### src/rtl/mem_port_arbiter.sv
`default_nettype none
// +----------------------------------------------------------------------------+
// | Module      : mem_port_arbiter                                             |
// | Description : Shares one single-ported memory between instruction fetch   |
// |               and the load/store unit. One transaction is outstanding at a |
// |               time. The LSU has priority, limited by a streak counter so   |
// |               fetch always makes progress. A fetch redirect can drop an    |
// |               in-flight fetch response. Optional statistics counters are   |
// |               enabled by defining ARB_STATS_EN.                            |
// | Revision    : 1.0 - initial release                                       |
// +----------------------------------------------------------------------------+
module mem_port_arbiter #(
    parameter int ADDR_W        = 32,
    parameter int DATA_W        = 32,
    parameter int MAX_LS_STREAK = 4
) (
    input  logic                  clk,
    input  logic                  rst,
    input  logic                  if_req,
    input  logic [ADDR_W-1:0]     if_addr,
    input  logic                  if_flush,
    output logic                  if_gnt,
    output logic                  if_rvalid,
    output logic [DATA_W-1:0]     if_rdata,
    input  logic                  ls_req,
    input  logic                  ls_we,
    input  logic [ADDR_W-1:0]     ls_addr,
    input  logic [DATA_W-1:0]     ls_wdata,
    input  logic [DATA_W/8-1:0]   ls_be,
    output logic                  ls_gnt,
    output logic                  ls_rvalid,
    output logic [DATA_W-1:0]     ls_rdata,
    output logic                  mem_req,
    output logic                  mem_we,
    output logic [ADDR_W-1:0]     mem_addr,
    output logic [DATA_W-1:0]     mem_wdata,
    output logic [DATA_W/8-1:0]   mem_be,
    input  logic                  mem_gnt,
    input  logic                  mem_rvalid,
    input  logic [DATA_W-1:0]     mem_rdata
`ifdef ARB_STATS_EN
    ,
    output logic [31:0]           stat_conflicts,
    output logic [31:0]           stat_if_stall
`endif
);

    localparam int         c_BE_W       = DATA_W / 8;
    localparam logic [1:0] c_S_IDLE     = 2'd0;
    localparam logic [1:0] c_S_REQ      = 2'd1;
    localparam logic [1:0] c_S_WAIT     = 2'd2;
    localparam logic [1:0] c_OWN_NONE   = 2'd0;
    localparam logic [1:0] c_OWN_IF     = 2'd1;
    localparam logic [1:0] c_OWN_LS     = 2'd2;
    localparam logic [3:0] c_STREAK_MAX = 4'(MAX_LS_STREAK);

    logic [1:0]        r_state, w_state_nxt;
    logic [1:0]        r_owner, w_owner_nxt;
    logic [3:0]        r_streak, w_streak_nxt;
    logic              r_drop, w_drop_nxt;
    logic              r_mem_req, w_mem_req_nxt;
    logic              r_mem_we, w_mem_we_nxt;
    logic [ADDR_W-1:0] r_mem_addr, w_mem_addr_nxt;
    logic [DATA_W-1:0] r_mem_wdata, w_mem_wdata_nxt;
    logic [c_BE_W-1:0] r_mem_be, w_mem_be_nxt;
    logic [DATA_W-1:0] r_if_rdata, r_ls_rdata;
    logic              w_if_gnt, w_ls_gnt, w_if_rvalid, w_ls_rvalid;
    logic              w_ls_wins;

    always_comb begin
        w_state_nxt     = r_state;
        w_owner_nxt     = r_owner;
        w_streak_nxt    = r_streak;
        w_drop_nxt      = r_drop;
        w_mem_req_nxt   = r_mem_req;
        w_mem_we_nxt    = r_mem_we;
        w_mem_addr_nxt  = r_mem_addr;
        w_mem_wdata_nxt = r_mem_wdata;
        w_mem_be_nxt    = r_mem_be;
        w_if_gnt        = 1'b0;
        w_ls_gnt        = 1'b0;
        w_if_rvalid     = 1'b0;
        w_ls_rvalid     = 1'b0;
        w_ls_wins       = ls_req && (!if_req || (r_streak < c_STREAK_MAX));

        case (r_state)
            c_S_IDLE: begin
                if (!if_req) begin
                    w_streak_nxt = '0;
                end
                if (if_req || ls_req) begin
                    w_state_nxt   = c_S_REQ;
                    w_mem_req_nxt = 1'b1;
                    if (w_ls_wins) begin
                        w_owner_nxt     = c_OWN_LS;
                        w_mem_we_nxt    = ls_we;
                        w_mem_addr_nxt  = ls_addr;
                        w_mem_wdata_nxt = ls_wdata;
                        w_mem_be_nxt    = ls_be;
                    end else begin
                        w_owner_nxt     = c_OWN_IF;
                        w_mem_we_nxt    = 1'b0;
                        w_mem_addr_nxt  = if_addr;
                        w_mem_wdata_nxt = '0;
                        w_mem_be_nxt    = '1;
                    end
                end
            end
            c_S_REQ: begin
                if ((r_owner == c_OWN_IF) && if_flush) begin
                    w_drop_nxt = 1'b1;
                end
                if (mem_gnt) begin
                    w_mem_req_nxt = 1'b0;
                    w_state_nxt   = c_S_WAIT;
                    if (r_owner == c_OWN_LS) begin
                        w_ls_gnt = 1'b1;
                        // Only LSU wins taken at fetch's expense count toward the limit.
                        if (if_req) begin
                            w_streak_nxt = (r_streak >= c_STREAK_MAX) ? c_STREAK_MAX
                                                                      : r_streak + 4'd1;
                        end
                    end else begin
                        w_if_gnt     = 1'b1;
                        w_streak_nxt = '0;
                    end
                end
            end
            c_S_WAIT: begin
                if ((r_owner == c_OWN_IF) && if_flush) begin
                    w_drop_nxt = 1'b1;
                end
                if (mem_rvalid) begin
                    if (r_owner == c_OWN_LS) begin
                        w_ls_rvalid = 1'b1;
                    end else begin
                        w_if_rvalid = !r_drop && !if_flush;
                    end
                    w_state_nxt = c_S_IDLE;
                    w_owner_nxt = c_OWN_NONE;
                    w_drop_nxt  = 1'b0;
                end
            end
            default: begin
                w_state_nxt   = c_S_IDLE;
                w_owner_nxt   = c_OWN_NONE;
                w_mem_req_nxt = 1'b0;
                w_drop_nxt    = 1'b0;
            end
        endcase

        if (rst) begin
            w_if_gnt    = 1'b0;
            w_ls_gnt    = 1'b0;
            w_if_rvalid = 1'b0;
            w_ls_rvalid = 1'b0;
        end
    end

    always_ff @(posedge clk) begin
        if (rst) begin
            r_state     <= c_S_IDLE;
            r_owner     <= c_OWN_NONE;
            r_streak    <= '0;
            r_drop      <= 1'b0;
            r_mem_req   <= 1'b0;
            r_mem_we    <= 1'b0;
            r_mem_addr  <= '0;
            r_mem_wdata <= '0;
            r_mem_be    <= '0;
            r_if_rdata  <= '0;
            r_ls_rdata  <= '0;
        end else begin
            r_state     <= w_state_nxt;
            r_owner     <= w_owner_nxt;
            r_streak    <= w_streak_nxt;
            r_drop      <= w_drop_nxt;
            r_mem_req   <= w_mem_req_nxt;
            r_mem_we    <= w_mem_we_nxt;
            r_mem_addr  <= w_mem_addr_nxt;
            r_mem_wdata <= w_mem_wdata_nxt;
            r_mem_be    <= w_mem_be_nxt;
            if (w_if_rvalid) begin
                r_if_rdata <= mem_rdata;
            end
            if (w_ls_rvalid) begin
                r_ls_rdata <= mem_rdata;
            end
        end
    end

    assign mem_req   = r_mem_req;
    assign mem_we    = r_mem_we;
    assign mem_addr  = r_mem_addr;
    assign mem_wdata = r_mem_wdata;
    assign mem_be    = r_mem_be;
    assign if_gnt    = w_if_gnt;
    assign ls_gnt    = w_ls_gnt;
    assign if_rvalid = w_if_rvalid;
    assign ls_rvalid = w_ls_rvalid;
    // Read data passes straight through on the response cycle, then holds.
    assign if_rdata  = rst ? '0 : (w_if_rvalid ? mem_rdata : r_if_rdata);
    assign ls_rdata  = rst ? '0 : (w_ls_rvalid ? mem_rdata : r_ls_rdata);

`ifdef ARB_STATS_EN
    logic [31:0] r_stat_conflicts;
    logic [31:0] r_stat_if_stall;

    always_ff @(posedge clk) begin
        if (rst) begin
            r_stat_conflicts <= '0;
            r_stat_if_stall  <= '0;
        end else begin
            if ((r_state == c_S_IDLE) && if_req && ls_req && (r_stat_conflicts != '1)) begin
                r_stat_conflicts <= r_stat_conflicts + 32'd1;
            end
            if (if_req && !w_if_gnt && (r_stat_if_stall != '1)) begin
                r_stat_if_stall <= r_stat_if_stall + 32'd1;
            end
        end
    end

    assign stat_conflicts = r_stat_conflicts;
    assign stat_if_stall  = r_stat_if_stall;
`endif

endmodule
`default_nettype wire

### config.mk
export PLATFORM = sky130hd
export DESIGN_NAME = mem_port_arbiter
export DESIGN_NICKNAME = d
export VERILOG_FILES = /design/src/rtl/mem_port_arbiter.sv
export SDC_FILE = /design/constraint.sdc
export NUM_CORES = 1
export LEC_CHECK = 0
export CORE_UTILIZATION = 37
export CTS_CLUSTER_DIAMETER = 200
export DETAILED_ROUTE_END_ITERATION = 10
export GPL_ROUTABILITY_DRIVEN = 0
export PLACE_DENSITY_LB_ADDON = 0.2
export RECOVER_POWER = 100
export SLEW_MARGIN = 20
export SYNTH_ARGS = -nofsm -noshare
export SYNTH_HDL_FRONTEND = slang
export SYNTH_SLANG_ARGS = --single-unit
### constraint.sdc
create_clock -name clk -period 5.7 [get_ports clk]
set_input_delay 1.14 -clock clk [delete_from_list [all_inputs] [get_ports clk]]
set_output_delay 1.14 -clock clk [all_outputs]
set_load 0.1 [all_outputs]
==> impl_metrics.py, run 1 <==
metrics = {
    "run_status": {
        "outcome": "complete, but fails checks",
        "violations": "capacitance limit, slew limit",
    },
    "clock_network": {
        "cts_tree": "built",
        "cts.sinks": 143,
        "cts_setup_buffers": 0,
        "cts_buffers": 17,
        "clkSlewWorstSetupHoldPaths_ps": 60,
        "post_cts_resized": 0,
        "cts-root-buf": "clkbuf_16",
        "h-tree-depth": 4,
        "clk_path_buf_depth": 2,
        "clk_latency_ps": 420,
        "cts_hold_buf": 0,
    },
    "worst_setup_path": {
        "path_class": "input port to primary output",
        "rrSetupSlack_ps": 1580,
        "worst-path-buf-inv": 3,
        "crit_path_top_delay_cell": "clkbuf_1",
        "reg2reg_depth": 7,
        "critical_path.cell_chain": "dlygate4sd3_1 > nand3b_1 > or4_4 > clkinv_4 > clkbuf_1",
        "cp_top_family": "buffers and inverters",
        "path_max_fanout": 33,
        "critPathRequiredTime_ps": 4560,
        "r2r-end": "mem_wdata[16]",
        "cp.arrival_ps": 3890,
        "r2r_start": "r_state[0]",
        "worstSetupStartpointType": "input port",
        "worstSetupEndpointType": "primary output",
        "slowest_delay_ps": 900,
    },
    "drt": {
        "wl_per_cell_um": 15.03,
        "via_count": 5567,
        "dr.pass1.iters": 4,
        "viasPerCell": 4.879,
        "drt_wl_total_mm": 17.15,
        "drc": 0,
        "postRouteAntennaNets": 0,
        "drt_iter0_drc": 311,
    },
    "pwr": {
        "leakage_nw": 3.484,
        "p_per_area_nw_per_um2": 395.8,
        "peakVddDrop_mv": 0.2078,
    },
    "cells_and_area": {
        "syn_to_final_growth_pct": 53.29,
        "final_cell_mix": "143 x dfxtp_1, 137 x nand2_1, 136 x clkdlybuf4s50_1, 96 x a21oi_1, 73 x dlygate4sd3_1",
        "antenna_cells": 0,
        "mostFrequentLayoutCell": "dfxtp_1",
        "drive_gt1_share_pct": 13.75,
        "num-nets-final": 1085,
        "post-route-util_pct": 58.15,
    },
    "timing": {
        "fin_skew_ps": 6.480,
        "drv_slew": 126,
        "fmax_mhz": 198.9,
        "min_period_ps": 5029,
        "fin_crit_sh_pct": 88.22,
        "maxSlewHeadroom_pct": -71.29,
        "worst_slew_pin_slew_ps": 2560,
        "hold_viol": 0,
        "grt_setup_unrepaired": "false",
        "setup_tns_ps": 0,
        "setup_viol": 0,
    },
    "synthesis": {
        "syn_avg_cell_area_um2": 8.321,
        "synth_area_leader_cell": "dfxtp_1",
        "synth_area_um2": 5767,
        "synth-seq-cells": 143,
        "syn_nets": 837,
        "dominantRegCellSynth": "dfxtp_1",
        "synthDominantCellAreaShare_pct": 49.64,
        "synth_edf_count": 0,
        "ys_types": 35,
        "synth_area_leaders": "dfxtp_1 50%, nand2_1 8.9%, a21oi_1 6.2%, a21oi_2 4.4%, a211oi_1 4.3%",
        "yosysSeqAreaShare_pct": 49.64,
        "synth_cells": 693,
        "async_reset_ff_share_pct": 0,
        "yosysWarnings": 0,
    },
    "floorplanning": {
        "dieArea_um2": 16090,
        "initial_core_util_pct": 37.93,
        "die_x_um": 126.8,
        "std_cell_rows": 45,
        "die_h_um": 126.8,
        "ioPinCount": 278,
        "core_um2": 15200,
    },
    "global_routing": {
        "grt_start_max_net_pins": 89,
        "antenna_found_initial": 0,
        "grt_pass1_wl_mm": 27.42,
        "gr-total-overflow": 0,
        "groute.usage.overall_pct": 21.60,
        "grt_pass1_vias": 5185,
    },
    "placement": {
        "port_buffers": 277,
        "post-dp-hpwl_mm": 11.39,
    },
    "min_path": {
        "worstHoldPathCells": 2,
        "min_from": "mem_wdata[28]",
        "hold_path.class": "flop to flop",
        "holdPathEnd": "mem_wdata[28]",
    },
    "run": {
        "max_cap_viol_count": 2,
    },
}
==> routing by layer <==
layer	vias up	share of wire, %	global-route usage [%]
met5	-	0	0
met4	0	1.7	7.563
met3	18	7.6	6.875
met2	183	47	34.87
met1	2546	44	27.12
li1	2820	-	-
==> area by class of cell <==
| cell class | instances | area, µm² |
|---|---|---|
| repair buffers | 283 | 2487 |
| fillers | 1461 | 6362 |
| inverters | 6 | 27.53 |
| flip-flops and latches | 143 | 2863 |
| clock inverters | 14 | 287.8 |
| multi-input cells | 490 | 2514 |
| clock buffers | 17 | 425.4 |
| well taps | 188 | 235.2 |
==> worst min-delay path, cell delays in order, from the launching register on <==
cell	delay [ps]
dfxtp_1	300
nand2_1	50
a21oi_1	50
==> synthesized netlist by cell type (5+ instances only) <==
cell	count
nand2_1	136
a21oi_2	29
nor2_1	47
a21oi_1	71
dfxtp_1	143
inv_1	5
nand3_1	33
clkbuf_1	40
nand2b_1	36
nor3_1	14
nand2_2	29
nor2b_1	5
a211oi_1	33
buf_2	6
o21ai_0	34
==> how the worst max path moves through the flow <==
stage          startpoint            to  cells past startpoint
3_5_place_dp   mem_rvalid   if_rdata[1]                      7
5_1_grt               rst   ls_rdata[4]                      5
6_report       mem_rvalid     if_rvalid                      5
4_1_cts        mem_rvalid   if_rdata[1]                      7
2_1_floorplan         rst  ls_rdata[22]                      7
3_3_place_gp   mem_rvalid   if_rdata[1]                      7
==> logic make-up (layout without fill, tap and decap cells) <==
family	after synthesis	after routing	share of synthesized area, %
and+or+nand+nor	310	310	25.06
AOI/OAI and AO/OA	173	173	18.66
DFF	143	143	49.64
buffers and inverters	60	320	5.229
adders and majority gates	4	4	0.8679
muxes	3	3	0.5424
==> registers in the layout, indices dropped and copies added (netlist names) <==
signal / count
mem_addr: 32
mem_be: 4
mem_req: 1
mem_wdata: 32
mem_we: 1
r_drop: 1
r_if_rdata: 32
r_ls_rdata: 32
r_owner: 2
r_state: 2
r_streak: 4
==> per-stage QoR <==
stage               instance area [µm²]  setup WS (ps)  total power [mW]  std cells  hold slack [ps]
finish                             8840          671.5             3.499       1141            449.7
CTS                                9116           1050             3.565       1141            454.7
floorplan                          5767          591.6             1.899        693            452.8
detailed placement                 8403           1058             2.214       1110            446.0
global route                       8840          493.8             3.637       1141            467.7
global placement                   8403           1092             2.212       1110            441.4
==> power by group <==
part           switching (mW)  leakage, nW  internal [mW]  total (mW)
Sequential             0.0337         1.17           1.08        1.11
Clock                   0.433        0.344          0.909        1.34
Combinational           0.774         1.97          0.272        1.05
Note: power is estimated with default switching activity, not from simulation.
==> run 2, diff against run 1 <==
ABC_CLOCK_PERIOD_IN_PS = 5700   (was unset)
HOLD_SLACK_MARGIN = 0.05   (was unset)
==> results of run 2 <==
Same layout as run 1: the final DEF is identical, and so are final timing and power.
